## config.mk

```make
export PLATFORM = sky130hd
export DESIGN_NAME = tdm_demux4_flat
export DESIGN_NICKNAME = d
export VERILOG_FILES = /design/src/rtl/tdm_demux_pkg.sv /design/src/rtl/tdm_demux4_if.sv /design/src/rtl/tdm_slot_ctr.sv /design/src/rtl/tdm_demux4.sv /design/src/flat_wrapper.sv
export SDC_FILE = /design/constraint.sdc
export NUM_CORES = 1
export LEC_CHECK = 0
export ABC_CLOCK_PERIOD_IN_PS = 4100
export CAP_MARGIN = 20
export CORE_MARGIN = 1.5
export CORE_UTILIZATION = 51
export CTS_CLUSTER_DIAMETER = 30
export DETAILED_ROUTE_END_ITERATION = 16
export GPL_ROUTABILITY_DRIVEN = 0
export PLACE_DENSITY_LB_ADDON = 0.05
export SLEW_MARGIN = 20
export SYNTH_ARGS = -nofsm -noshare
export SYNTH_HDL_FRONTEND = slang
export SYNTH_SLANG_ARGS = --single-unit
export TNS_END_PERCENT = 30
```

## constraint.sdc

```tcl
create_clock -name clk -period 4.1 [get_ports clk]
set_input_delay 0.82 -clock clk [delete_from_list [all_inputs] [get_ports clk]]
set_output_delay 0.82 -clock clk [all_outputs]
set_load 0.005 [all_outputs]
```

## src/rtl/tdm_demux_pkg.sv

```systemverilog
// Shared types and constants for the 4-slot TDM demultiplexer.
package tdm_demux_pkg;

  localparam int unsigned NSLOT  = 4;
  localparam int unsigned SLOT_W = 2;
  localparam int unsigned W_DEF  = 2;

  typedef enum logic {
    IDLE = 1'b0,
    RUN  = 1'b1
  } state_e;

  typedef logic [SLOT_W-1:0] slot_t;

endpackage

```

## src/rtl/tdm_demux4_if.sv

```systemverilog
// Serial-in / channel-parallel-out bundle of the TDM demultiplexer.
interface tdm_demux4_if
  import tdm_demux_pkg::*;
#(
  parameter int unsigned W = W_DEF
) ();

  logic         EN;
  logic         SYNC;
  logic [W-1:0] DIN;
  logic [W-1:0] A;
  logic [W-1:0] B;
  logic [W-1:0] C;
  logic [W-1:0] D;
  slot_t        S;
  logic         VALID;
  logic         ERR;

  modport master (
    output EN, SYNC, DIN,
    input  A, B, C, D, S, VALID, ERR
  );

  modport slave (
    input  EN, SYNC, DIN,
    output A, B, C, D, S, VALID, ERR
  );

endinterface

```

## src/rtl/tdm_slot_ctr.sv

```systemverilog
// Slot counter and IDLE/RUN framing state; decodes which register each
// enabled cycle writes.
module tdm_slot_ctr
  import tdm_demux_pkg::*;
(
  input  logic  clk,
  input  logic  rst_n,
  input  logic  i_en,
  input  logic  i_sync,
  output slot_t o_s,
  output logic  o_start_c,
  output logic  o_store_c,
  output logic  o_last_c,
  output logic  o_resync_c
);

  localparam slot_t LAST_SLOT = slot_t'(NSLOT - 1);

  state_e r_state;
  state_e w_state_nxt;
  slot_t  r_s;
  slot_t  w_s_nxt;

  // State and slot index register
  always_ff @(posedge clk or negedge rst_n) begin
    if (!rst_n) begin
      r_state <= IDLE;
      r_s     <= '0;
    end else begin
      r_state <= w_state_nxt;
      r_s     <= w_s_nxt;
    end
  end

  // Next state: SYNC always restarts at slot 1; S returns to 0 only on completion
  always_comb begin
    w_state_nxt = r_state;
    w_s_nxt     = r_s;
    if (i_en) begin
      unique case (r_state)
        IDLE: begin
          if (i_sync) begin
            w_state_nxt = RUN;
            w_s_nxt     = slot_t'(1);
          end
        end
        RUN: begin
          if (i_sync) begin
            w_s_nxt = slot_t'(1);
          end else if (r_s == LAST_SLOT) begin
            w_state_nxt = IDLE;
            w_s_nxt     = '0;
          end else begin
            w_s_nxt = slot_t'(r_s + slot_t'(1));
          end
        end
        default: begin
          w_state_nxt = IDLE;
          w_s_nxt     = '0;
        end
      endcase
    end
  end

  // Write-enable decodes for the datapath
  always_comb begin
    o_start_c  = 1'b0;
    o_store_c  = 1'b0;
    o_last_c   = 1'b0;
    o_resync_c = 1'b0;
    if (i_en) begin
      o_start_c = i_sync;
      if (r_state == RUN) begin
        o_resync_c = i_sync;
        o_last_c   = !i_sync && (r_s == LAST_SLOT);
        o_store_c  = !i_sync && (r_s != LAST_SLOT);
      end
    end
  end

  assign o_s = r_s;

endmodule

```

## src/rtl/tdm_demux4.sv

```systemverilog
// 1-to-4 TDM demultiplexer: collects a SYNC-framed run of four slots and
// publishes them together on A..D with a one-cycle VALID strobe.
module tdm_demux4
  import tdm_demux_pkg::*;
#(
  parameter int unsigned W = W_DEF
) (
  input logic         clk,
  input logic         rst_n,
  tdm_demux4_if.slave bus
);

  slot_t        w_s;
  logic         w_start;
  logic         w_store;
  logic         w_last;
  logic         w_resync;

  logic [W-1:0] r_sh0;
  logic [W-1:0] r_sh1;
  logic [W-1:0] r_sh2;
  logic [W-1:0] r_a;
  logic [W-1:0] r_b;
  logic [W-1:0] r_c;
  logic [W-1:0] r_d;
  logic         r_valid;
  logic         r_err;

  tdm_slot_ctr u_slot_ctr (
    .clk        (clk),
    .rst_n      (rst_n),
    .i_en       (bus.EN),
    .i_sync     (bus.SYNC),
    .o_s        (w_s),
    .o_start_c  (w_start),
    .o_store_c  (w_store),
    .o_last_c   (w_last),
    .o_resync_c (w_resync)
  );

  // Slot 3 bypasses the shadow so the frame lands on A..D in one edge
  always_ff @(posedge clk or negedge rst_n) begin
    if (!rst_n) begin
      r_sh0   <= '0;
      r_sh1   <= '0;
      r_sh2   <= '0;
      r_a     <= '0;
      r_b     <= '0;
      r_c     <= '0;
      r_d     <= '0;
      r_valid <= 1'b0;
      r_err   <= 1'b0;
    end else begin
      r_valid <= w_last;
      r_err   <= w_resync;
      if (w_start) begin
        r_sh0 <= bus.DIN;
      end
      if (w_store && (w_s == slot_t'(1))) begin
        r_sh1 <= bus.DIN;
      end
      if (w_store && (w_s == slot_t'(2))) begin
        r_sh2 <= bus.DIN;
      end
      if (w_last) begin
        r_a <= r_sh0;
        r_b <= r_sh1;
        r_c <= r_sh2;
        r_d <= bus.DIN;
      end
    end
  end

  assign bus.A     = r_a;
  assign bus.B     = r_b;
  assign bus.C     = r_c;
  assign bus.D     = r_d;
  assign bus.S     = w_s;
  assign bus.VALID = r_valid;
  assign bus.ERR   = r_err;

endmodule
```

## src/flat_wrapper.sv

```systemverilog
// flat-port wrapper written by rule: the top's interface ports become plain ports
module tdm_demux4_flat import tdm_demux_pkg::*;
#(
  parameter int unsigned W = W_DEF
)
  (clk, rst_n, bus_EN, bus_SYNC, bus_DIN, bus_A, bus_B, bus_C, bus_D, bus_S, bus_VALID, bus_ERR);
  tdm_demux4_if #(.W(W)) bus_i ();
  input logic clk;
  input logic rst_n;
  input wire logic [$bits(bus_i.EN)-1:0] bus_EN;
  input wire logic [$bits(bus_i.SYNC)-1:0] bus_SYNC;
  input wire logic [$bits(bus_i.DIN)-1:0] bus_DIN;
  output wire logic [$bits(bus_i.A)-1:0] bus_A;
  output wire logic [$bits(bus_i.B)-1:0] bus_B;
  output wire logic [$bits(bus_i.C)-1:0] bus_C;
  output wire logic [$bits(bus_i.D)-1:0] bus_D;
  output wire logic [$bits(bus_i.S)-1:0] bus_S;
  output wire logic [$bits(bus_i.VALID)-1:0] bus_VALID;
  output wire logic [$bits(bus_i.ERR)-1:0] bus_ERR;
  assign bus_i.EN = bus_EN;
  assign bus_i.SYNC = bus_SYNC;
  assign bus_i.DIN = bus_DIN;
  assign bus_A = bus_i.A;
  assign bus_B = bus_i.B;
  assign bus_C = bus_i.C;
  assign bus_D = bus_i.D;
  assign bus_S = bus_i.S;
  assign bus_VALID = bus_i.VALID;
  assign bus_ERR = bus_i.ERR;
  tdm_demux4 #(.W(W)) u_core (.clk(clk), .rst_n(rst_n), .bus(bus_i));
endmodule
```

==> run_results.csv, run 1 <==
group,metric,value,unit
run_status,status,"complete, no violations",
synthesis,yosys.cell_count.top_type,"dfrtp_1",
setup_path,critical-path-slowest-cell,"clkdlybuf4s50_1",
pwr,power,0.000595,W
detailed_routing,antenna_left,0,
grt,grt_start_max_net_pins,20,
synthesis,syn_nets,64,
setup_path,required,3280,ps
clock_tree,cts-buffers-inserted,3,
sta,clock_skew,6.34,ps
clock_tree,cts_sinks,19,
cells_and_area,design_area,998,um2
worst_hold_path,hold_path_class,"flip-flop to flip-flop",
sta,report.final.slew_viol_count,0,
detailed_routing,firstDrtPassIters,2,
detailed_routing,drt-total-wl,1130,um
synthesis,avgSynthCellArea,14.3,um2
pwr,pwr-share-comb,35.1,%
placement,dp_hpwl,847,um
setup_path,cp_num_buf_inv,1,
placement,placed_area,971,um2
pwr,power_frac_seq,49.9,%
synthesis,yosysWarnings,0,
synthesis,syn-instance-count,55,
cells_and_area,utilization,67.9,%
pwr,max-vdd-ir-drop,429,uV
setup_path,slowest_delay,530,ps
sta,setup-violations-final,0,
sta,hold_viol,0,
sta,tightest_slew,810,ps
pwr,powerDensity,596,nW/um2
floorplanning,core,1470,um2
detailed_routing,via_per_inst,5.16,
synthesis,synth-edff-count,0,
sta,setup_slack,2010,ps
sta,rsz0062_at_grt,"false",
detailed_routing,drt_iter0_drc,2,
floorplanning,pin_count,18,
pwr,switchingPower,0.000162,W
clock_tree,cts.hold.buffers_added,0,
floorplanning,die_area,1790,um2
setup_path,cp_cell_sequence,"clkdlybuf4s50_1",
grt,grt_use_total,15.2,%
clock_tree,cts_buffer_depth,2,
cells_and_area,nets,85,
setup_path,critPathLaunchType,"flip-flop",
sta,fin_tns_setup,0,ps
clock_tree,post_cts_buffers,0,
cells_and_area,antenna_cells,0,
synthesis,synth_common_cells,"dfrtp_1 (19), mux2_2 (10), nand2_1 (7), mux2_1 (4)",
synthesis,async_reset_ff_share,100,%
sta,slew_headroom,45.8,%
floorplanning,start_util,53.6,%
floorplanning,die_h,42.3,um
grt,grt_pass1_wl,2010,um
cells_and_area,fillers,116,
pwr,p_leak,0.472,nW
pwr,clockPowerShare,15.0,%
setup_path,crit_path_max_fanout,6,
synthesis,ys_top_cells_by_area,"dfrtp_1 (60%), mux2_2 (14%), mux2_1 (5.7%), ha_1 (4.8%), nand2_1 (3.3%)",
floorplanning,die_w,42.3,um
sta,fin_crit,2090,ps
detailed_routing,drc_errors,0,
setup_path,critPathArrivalTime,1270,ps
clock_tree,cts_resized,0,
setup_path,critPathTopFamily,"buffers and inverters",
placement,place_ws,1810,ps
clock_tree,htree_levels,1,
cells_and_area,area_growth,26.7,%
grt,antenna_found_initial,0,
cells_and_area,drive_gt1_share,22.7,%
sta,fmax,0.478,GHz
synthesis,synth_cell_types,15,
synthesis,synthFlopType,"dfrtp_1",
clock_tree,insertion_delay,290,ps
synthesis,yosysTopAreaCell,"dfrtp_1",
synthesis,yosys.area.top_type_share,60.3,%
floorplanning,placementRows,14,
synthesis,ys_seq_area_share,60.3,%
clock_tree,cts_root_buf,"clkbuf_4",
grt,overflow,0,
detailed_routing,route.vias.total,470,
setup_path,critPathKind,"flip-flop to output port",
pwr,switching_share,27.2,%
setup_path,end_kind,"output port",
job,cap_violations,0,
grt,grt_pass1_vias,462,
clock_tree,path_clk_slew,100,ps
cells_and_area,regArea,475,um2
synthesis,syn-cell-area,788,um2
sta,finalCritPeriodShare,51.0,%
clock_tree,cts_tree,"yes",
placement,io_buffers,17,
pwr,p_int,0.000433,W
cells_and_area,multiInputGateArea,294,um2
synthesis,ys_seq_elements,19,
detailed_routing,detail_route.wl_per_cell,12.5,um
[path summary, 6_finish.rpt]
path	start	endpoint	slack (ps)	cells past startpoint
max	u_core.u_slot_ctr.o_s[0]	bus_S[0]	2010	1
min	u_core.r_sh1[0]	u_core.r_sh1[0]	500	1
max reg2reg	u_core.u_slot_ctr.o_s[0]	u_core.r_sh1[1]	2540	4
min reg2reg	u_core.r_sh1[0]	u_core.r_sh1[0]	500	1
max in group asynchronous	rst_n	u_core.u_slot_ctr.o_s[1]	2600	1
min in group asynchronous	rst_n	u_core.bus.A[1]	990	1
[placed cells by master (no fill, tap or decap)]
master           instances
inv_1                    3
clkbuf_4                 3
mux2_2                  10
o22ai_1                  1
a22o_1                   1
nand4b_2                 1
mux2_1                   4
clkinv_2                 1
clkdlybuf4s50_1         17
and4bb_1                 1
ha_1                     3
nand2_1                  7
dfrtp_1                 19
nor3b_1                  1
o21ai_0                  1
and3_2                   1
o22a_2                   1
[sequential cells by signal, indices dropped and copies added (netlist names)]
| register | flops |
|---|---|
| u_core.bus.A | 2 |
| u_core.bus.B | 2 |
| u_core.bus.C | 2 |
| u_core.bus.D | 2 |
| u_core.r_sh0 | 2 |
| u_core.r_sh1 | 2 |
| u_core.r_sh2 | 2 |
| u_core.u_slot_ctr.o_s | 2 |
| u_core.bus.ERR | 1 |
| u_core.bus.VALID | 1 |
| u_core.u_slot_ctr.r_state | 1 |
[logic make-up (layout without fill, tap and decap cells)]
logic type               count (synthesis)  count (layout)  share of synthesized area [%]
AO/OA/AOI/OAI                            4               4                           3.81
adder cells (fa/ha/maj)                  3               3                           4.76
buffers and inverters                    4              24                           2.38
flip-flops                              19              19                           60.3
multiplexers                            14              14                           20.0
AND/OR/NAND/NOR                         11              11                           8.73
[power groups by stage]
stage	Clock, W	Sequential (W)	Combinational (W)
4_1_cts	0.0000934	0.000298	0.000213
3_5_place_dp	0	0.000302	0.000213
6_report	0.0000893	0.000297	0.000209
3_3_place_gp	0	0.000300	0.000209
5_1_grt	0.000104	0.000309	0.000231
2_1_floorplan	0	0.000300	0.0000976
[metrics by stage]
| step | hold slack [ps] | std cells |
|---|---|---|
| final | 497 | 91 |
| after global routing | 528 | 91 |
| after CTS | 505 | 91 |
| after detailed placement | 481 | 87 |
| after global placement | 476 | 87 |
| after floorplan | 460 | 55 |
[metal layers]
layer | part of all wire (%) | vias to the layer above | track usage (%)
met4 | 0 | 0 | 3.75
met3 | 5.4 | 0 | 5.60
li1 | - | 234 | -
met2 | 44 | 15 | 23.4
met5 | 0 | - | 0
met1 | 51 | 221 | 20.7
[cell type report]
cell class	count	share of cell area, %
well taps	16	2.01
flip-flops and latches	19	47.6
repair buffers	17	17.0
inverters	3	1.13
clock buffers	3	2.26
multi-input cells	32	29.4
clock inverters	1	0.501
No activity file was read; power rests on OpenSTA's default activity.
==> inputs of run 2 (changes only) <==
--- a/config.mk
+++ b/config.mk
@@ -5,10 +5,10 @@
 export SDC_FILE = /design/constraint.sdc
 export NUM_CORES = 1
 export LEC_CHECK = 0
-export ABC_CLOCK_PERIOD_IN_PS = 4100
+export ABC_CLOCK_PERIOD_IN_PS = 2000
 export CAP_MARGIN = 20
 export CORE_MARGIN = 1.5
-export CORE_UTILIZATION = 51
+export CORE_UTILIZATION = 47
 export CTS_CLUSTER_DIAMETER = 30
 export DETAILED_ROUTE_END_ITERATION = 16
 export GPL_ROUTABILITY_DRIVEN = 0
==> constraint.sdc (replaced) <==
create_clock -name clk -period 2 [get_ports clk]
set_input_delay 0.4 -clock clk [delete_from_list [all_inputs] [get_ports clk]]
set_output_delay 0.4 -clock clk [all_outputs]
set_load 0.005 [all_outputs]
==> run 2 against run 1 <==
Net effect:
- first-iteration DRC count is the same
- critical path type unchanged
- sequential share of layout area decreased by 0.65 points
- worst hold slack worse by 62 ps
- largest power group unchanged
==> run_results.csv, run 2 (same netlist as run 1, synthesis figures left out) <==
group,metric,value,unit
sta,fin_crit,1680,ps
sta,slew_headroom,79.3,%
cells_and_area,final_cell_mix,"dfrtp_1 (19), clkdlybuf4s50_1 (17), mux2_2 (10), nand2_1 (7), mux2_1 (4)",
grt,grt_pass1_wl,2160,um
setup_path,reg2reg_depth,4,
setup_path,r2r_start,"u_core.u_slot_ctr.o_s[0]",
grt,grt_start_max_net_pins,20,
setup_path,crit_start,"u_core.u_slot_ctr.o_s[0]",
floorplanning,die_h,44.0,um
grt,grt_pass1_vias,487,
sta,tightest_slew,310,ps
detailed_routing,drt-total-wl,1290,um
cells_and_area,antenna_cells,0,
sta,fmax,0.595,GHz
detailed_routing,firstDrtPassIters,2,
clock_tree,cts.hold.buffers_added,0,
floorplanning,die_area,1930,um2
pwr,p_leak,0.479,nW
setup_path,critPathArrivalTime,1280,ps
run_status,status,"complete, no violations",
floorplanning,pin_count,18,
cells_and_area,mostFrequentLayoutCell,"dfrtp_1",
sta,report.final.slew_viol_count,0,
setup_path,r2r_slack,450,ps
sta,hold_viol,0,
cells_and_area,nets,87,
sta,fin_tns_setup,0,ps
clock_tree,post_cts_buffers,0,
worst_hold_path,hold_path_class,"input pin to async pin",
clock_tree,htree_levels,1,
sta,clock_skew,1.71,ps
sta,finalCritPeriodShare,84.1,%
setup_path,slowest_delay,540,ps
clock_tree,cts_tree,"yes",
setup_path,cp-endpoint,"bus_S[0]",
job,cap_violations,0,
grt,antenna_found_initial,0,
cells_and_area,fillers,116,
clock_tree,cts-buffers-inserted,3,
clock_tree,cts_buffer_depth,2,
floorplanning,die_w,44.0,um
placement,dp_hpwl,909,um
detailed_routing,antenna_left,0,
clock_tree,cts_resized,0,
detailed_routing,route.vias.total,490,
detailed_routing,via_per_inst,5.27,
floorplanning,placementRows,14,
sta,setup-violations-final,0,
setup_path,cp_num_buf_inv,1,
pwr,power,0.00124,W
clock_tree,cts_sinks,19,
setup_path,crit_path_max_fanout,6,
floorplanning,core,1540,um2
detailed_routing,detail_route.wl_per_cell,13.9,um
setup_path,critPathLaunchType,"flip-flop",
grt,grt_use_total,16.0,%
setup_path,crit_cells,1,
setup_path,end_kind,"output port",
clock_tree,insertion_delay,290,ps
setup_path,worst_r2r_endpoint,"u_core.r_sh2[1]",
pwr,max-vdd-ir-drop,702,uV
clock_tree,cts_root_buf,"clkbuf_4",
setup_path,cp_cell_sequence,"clkdlybuf4s50_1",
floorplanning,start_util,51.1,%
pwr,powerDensity,1220,nW/um2
setup_path,critical-path-slowest-cell,"clkdlybuf4s50_1",
cells_and_area,drive_gt1_share,23.4,%
grt,overflow,0,
setup_path,critPathTopFamily,"buffers and inverters",
setup_path,critPathKind,"flip-flop to output port",
detailed_routing,drt_iter0_drc,2,
cells_and_area,area_growth,28.4,%
sta,rsz0062_at_grt,"false",
placement,io_buffers,17,
clock_tree,path_clk_slew,100,ps
setup_path,required,1600,ps
detailed_routing,drc_errors,0,
## run 2: worst min path at each step
stage | to | cells after the start
floorplan | u_core.bus.A[0] | 0
global placement | u_core.r_sh1[1] | 1
detailed placement | u_core.r_sh1[1] | 1
CTS | u_core.bus.B[0] | 2
global route | u_core.bus.C[0] | 2
finish | u_core.bus.B[1] | 2
## run 2: final cells by class
cell class	count	area, um2	share of cell area [%]
Sequential cell	19	475	47.0
Multi-Input combinational cell	32	294	29.0
Timing Repair Buffer	19	185	18.3
Clock buffer	4	26.3	2.60
Tap cell	16	20.0	1.98
Inverter	3	11.3	1.11
## run 2: report_power, final
group | internal [W] | leakage (nW) | switching (W)
logic | 0.000295 | 0.228 | 0.000142
registers | 0.000523 | 0.236 | 0.0000881
clock network | 0.0000775 | 0.0150 | 0.000111
## run 2: per-stage QoR
stage          instances  area [um2]  hold slack [ps]  util [%]  worst slack [ps]
3_5_place_dp          89         986              481      64.0               168
2_1_floorplan         55         788              104         -               564
5_1_grt               93        1010              449      65.7               267
3_3_place_gp          89         986              472      64.0               205
4_1_cts               93        1010              432      65.7               301
6_report              93        1010              435      65.7               318
## run 2: metal layers
metal	routed length [um]	vias to the layer above	share of wire [%]	track usage (%)
met5	0	-	0	0
met1	600	240	46	21.4
met3	50	0	3.9	5.00
met2	644	13	50	24.7
met4	0	0	0	5.45
li1	-	237	-	-
==> inputs of run 3 (changes only) <==
--- a/config.mk
+++ b/config.mk
@@ -5,10 +5,11 @@
 export SDC_FILE = /design/constraint.sdc
 export NUM_CORES = 1
 export LEC_CHECK = 0
-export ABC_CLOCK_PERIOD_IN_PS = 2000
+export ABC_CLOCK_PERIOD_IN_PS = 1400
 export CAP_MARGIN = 20
+export CORE_ASPECT_RATIO = 0.7
 export CORE_MARGIN = 1.5
-export CORE_UTILIZATION = 47
+export CORE_UTILIZATION = 42
 export CTS_CLUSTER_DIAMETER = 30
 export DETAILED_ROUTE_END_ITERATION = 16
 export GPL_ROUTABILITY_DRIVEN = 0
==> constraint.sdc (replaced) <==
create_clock -name clk -period 1.4 [get_ports clk]
set_input_delay 0.28 -clock clk [delete_from_list [all_inputs] [get_ports clk]]
set_output_delay 0.28 -clock clk [all_outputs]
set_load 0.005 [all_outputs]
==> run 3 against run 2 <==
Net effect:
- the flow now finishes with violations (setup timing)
- die area is 11% higher
- count of clock-buffer cells in the layout decreased by 1
- highest routed layer is now met4
- non-clock buffer count rose by 12
- critical path type is now flip-flop to flip-flop
==> run_results.csv, run 3 (same netlist as run 1, synthesis figures left out) <==
group,metric,value,unit
clock_tree,htree_levels,1,
setup_path,critPathKind,"flip-flop to flip-flop",
cells_and_area,area_growth,47.6,%
cells_and_area,nets,99,
placement,dp_hpwl,1100,um
detailed_routing,drt_iter0_drc,5,
detailed_routing,drc_errors,0,
pwr,powerDensity,1710,nW/um2
floorplanning,die_w,54.8,um
clock_tree,cts_buffer_depth,2,
clock_tree,insertion_delay,290,ps
grt,grt_use_total,16.8,%
run_status,violations,"setup timing",
floorplanning,pin_count,18,
setup_path,r2r_slack,-140,ps
cells_and_area,mostFrequentLayoutCell,"dfrtp_1",
setup_path,end_kind,"flip-flop",
sta,finalCritPeriodShare,110,%
sta,tightest_slew,246,ps
sta,setup-violations-final,6,
cells_and_area,drive_gt1_share,42.7,%
grt,grt_pass1_vias,504,
placement,place_inst,101,
floorplanning,core,1670,um2
detailed_routing,detail_route.wl_per_cell,13.7,um
detailed_routing,drt-total-wl,1510,um
grt,antenna_found_initial,0,
detailed_routing,firstDrtPassIters,4,
sta,setup_slack,-138,ps
sta,report.final.slew_viol_count,0,
floorplanning,start_util,47.3,%
floorplanning,die_area,2150,um2
worst_hold_path,hold_path_class,"input pin to async pin",
detailed_routing,via_per_inst,4.85,
setup_path,crit_cells,5,
pwr,p_leak,0.625,nW
floorplanning,die_h,39.2,um
setup_path,crit_start,"u_core.u_slot_ctr.o_s[1]",
grt,grt_start_max_net_pins,20,
sta,clock_skew,2.88,ps
detailed_routing,route.vias.total,534,
setup_path,crit_path_max_fanout,4,
job,cap_violations,0,
setup_path,cp_cell_sequence,"buf_6, ha_4, and4bb_1, nand2_2, mux2_4",
setup_path,worst_r2r_endpoint,"u_core.r_sh1[1]",
setup_path,r2r_start,"u_core.u_slot_ctr.o_s[1]",
setup_path,cp-endpoint,"u_core.r_sh1[1]",
pwr,max-vdd-ir-drop,1200,uV
setup_path,critPathLaunchType,"flip-flop",
setup_path,critical-path-slowest-cell,"dfrtp_1",
sta,rsz0062_at_grt,"true",
placement,io_buffers,17,
setup_path,cp_num_buf_inv,1,
grt,overflow,0,
floorplanning,placementRows,12,
sta,slew_headroom,83.6,%
cells_and_area,final_cells,110,
detailed_routing,antenna_left,0,
cells_and_area,antenna_cells,0,
clock_tree,cts_tree,"yes",
sta,fin_crit,1540,ps
clock_tree,cts-buffers-inserted,3,
run_status,status,"complete, but fails checks",
setup_path,critPathArrivalTime,1730,ps
cells_and_area,final_cell_mix,"dfrtp_1 (19), buf_4 (12), mux2_4 (10), dlygate4sd2_1 (10)",
grt,grt_pass1_wl,2300,um
setup_path,critPathTopFamily,"simple AND/OR/NAND/NOR gates",
setup_path,slowest_delay,420,ps
setup_path,required,1590,ps
setup_path,reg2reg_depth,5,
sta,fmax,0.650,GHz
clock_tree,cts_sinks,19,
clock_tree,cts_root_buf,"clkbuf_4",
sta,hold_viol,0,
pwr,power,0.00199,W
clock_tree,path_clk_slew,100,ps
cells_and_area,utilization,69.8,%
[run 3: changes by cell type in the layout (fill, tap and decap cells not counted), sizes merged]
cell / previous run / this run
clkbuf: 4 / 3
clkinv: 0 / 1
clkdlybuf4s50: 17 / 5
dlygate4sd2: 0 / 10
buf: 2 / 14
clkdlybuf4s15: 0 / 2
[run 3: cell type report]
type	count	area, um2
Multi-Input combinational cell	32	349
Tap cell	21	26.3
Timing Repair Buffer	31	274
Clock buffer	3	22.5
Fill cell	127	503
Sequential cell	19	475
Clock inverter	1	5.00
Inverter	3	11.3
[run 3: worst min-delay path by stage]
stage / to / slack, ps / cells past startpoint
2_1_floorplan: u_core.bus.A[0] / -20 / 0
3_3_place_gp: u_core.r_sh1[0] / 480 / 1
3_5_place_dp: u_core.r_sh2[0] / 480 / 1
4_1_cts: u_core.bus.D[0] / 300 / 2
5_1_grt: u_core.r_sh2[0] / 300 / 2
6_report: u_core.bus.D[0] / 310 / 2
[run 3: per-stage QoR]
step	TNS (ps)	area (um2)	hold WS, ps	worst slack (ps)
floorplan	0	791	-15.6	4.68
global placement	-2160	1050	482	-183
detailed placement	-2520	1050	485	-214
CTS	-472	1100	300	-129
global route	-852	1160	298	-177
finish	-542	1160	306	-138
[run 3: per-layer routing]
metal,part of all wire [%],wire [um],GRT usage [%]
met1,52,779,21.3
met3,4.2,63,6.98
met4,1.3,19,7.50
met5,0,0,0
met2,43,644,24.7
[run 3: timing repair]
| item | 4_1_cts | 5_1_grt |
|---|---|---|
| buffers inserted | 3 | 2 |
| resized for setup | 14 | 16 |
| hold buffers | 0 | 0 |
| pin swaps | 0 | 4 |
| endpoints found under the setup margin | 16 | 14 |
| endpoints found under the hold margin | 0 | 0 |
[run 3: where the power goes]
part | switching [W] | total, W | leakage (nW) | internal [W]
clock | 0.000160 | 0.000266 | 0.0177 | 0.000106
combinational | 0.000281 | 0.000847 | 0.371 | 0.000567
sequential | 0.000124 | 0.000872 | 0.236 | 0.000748
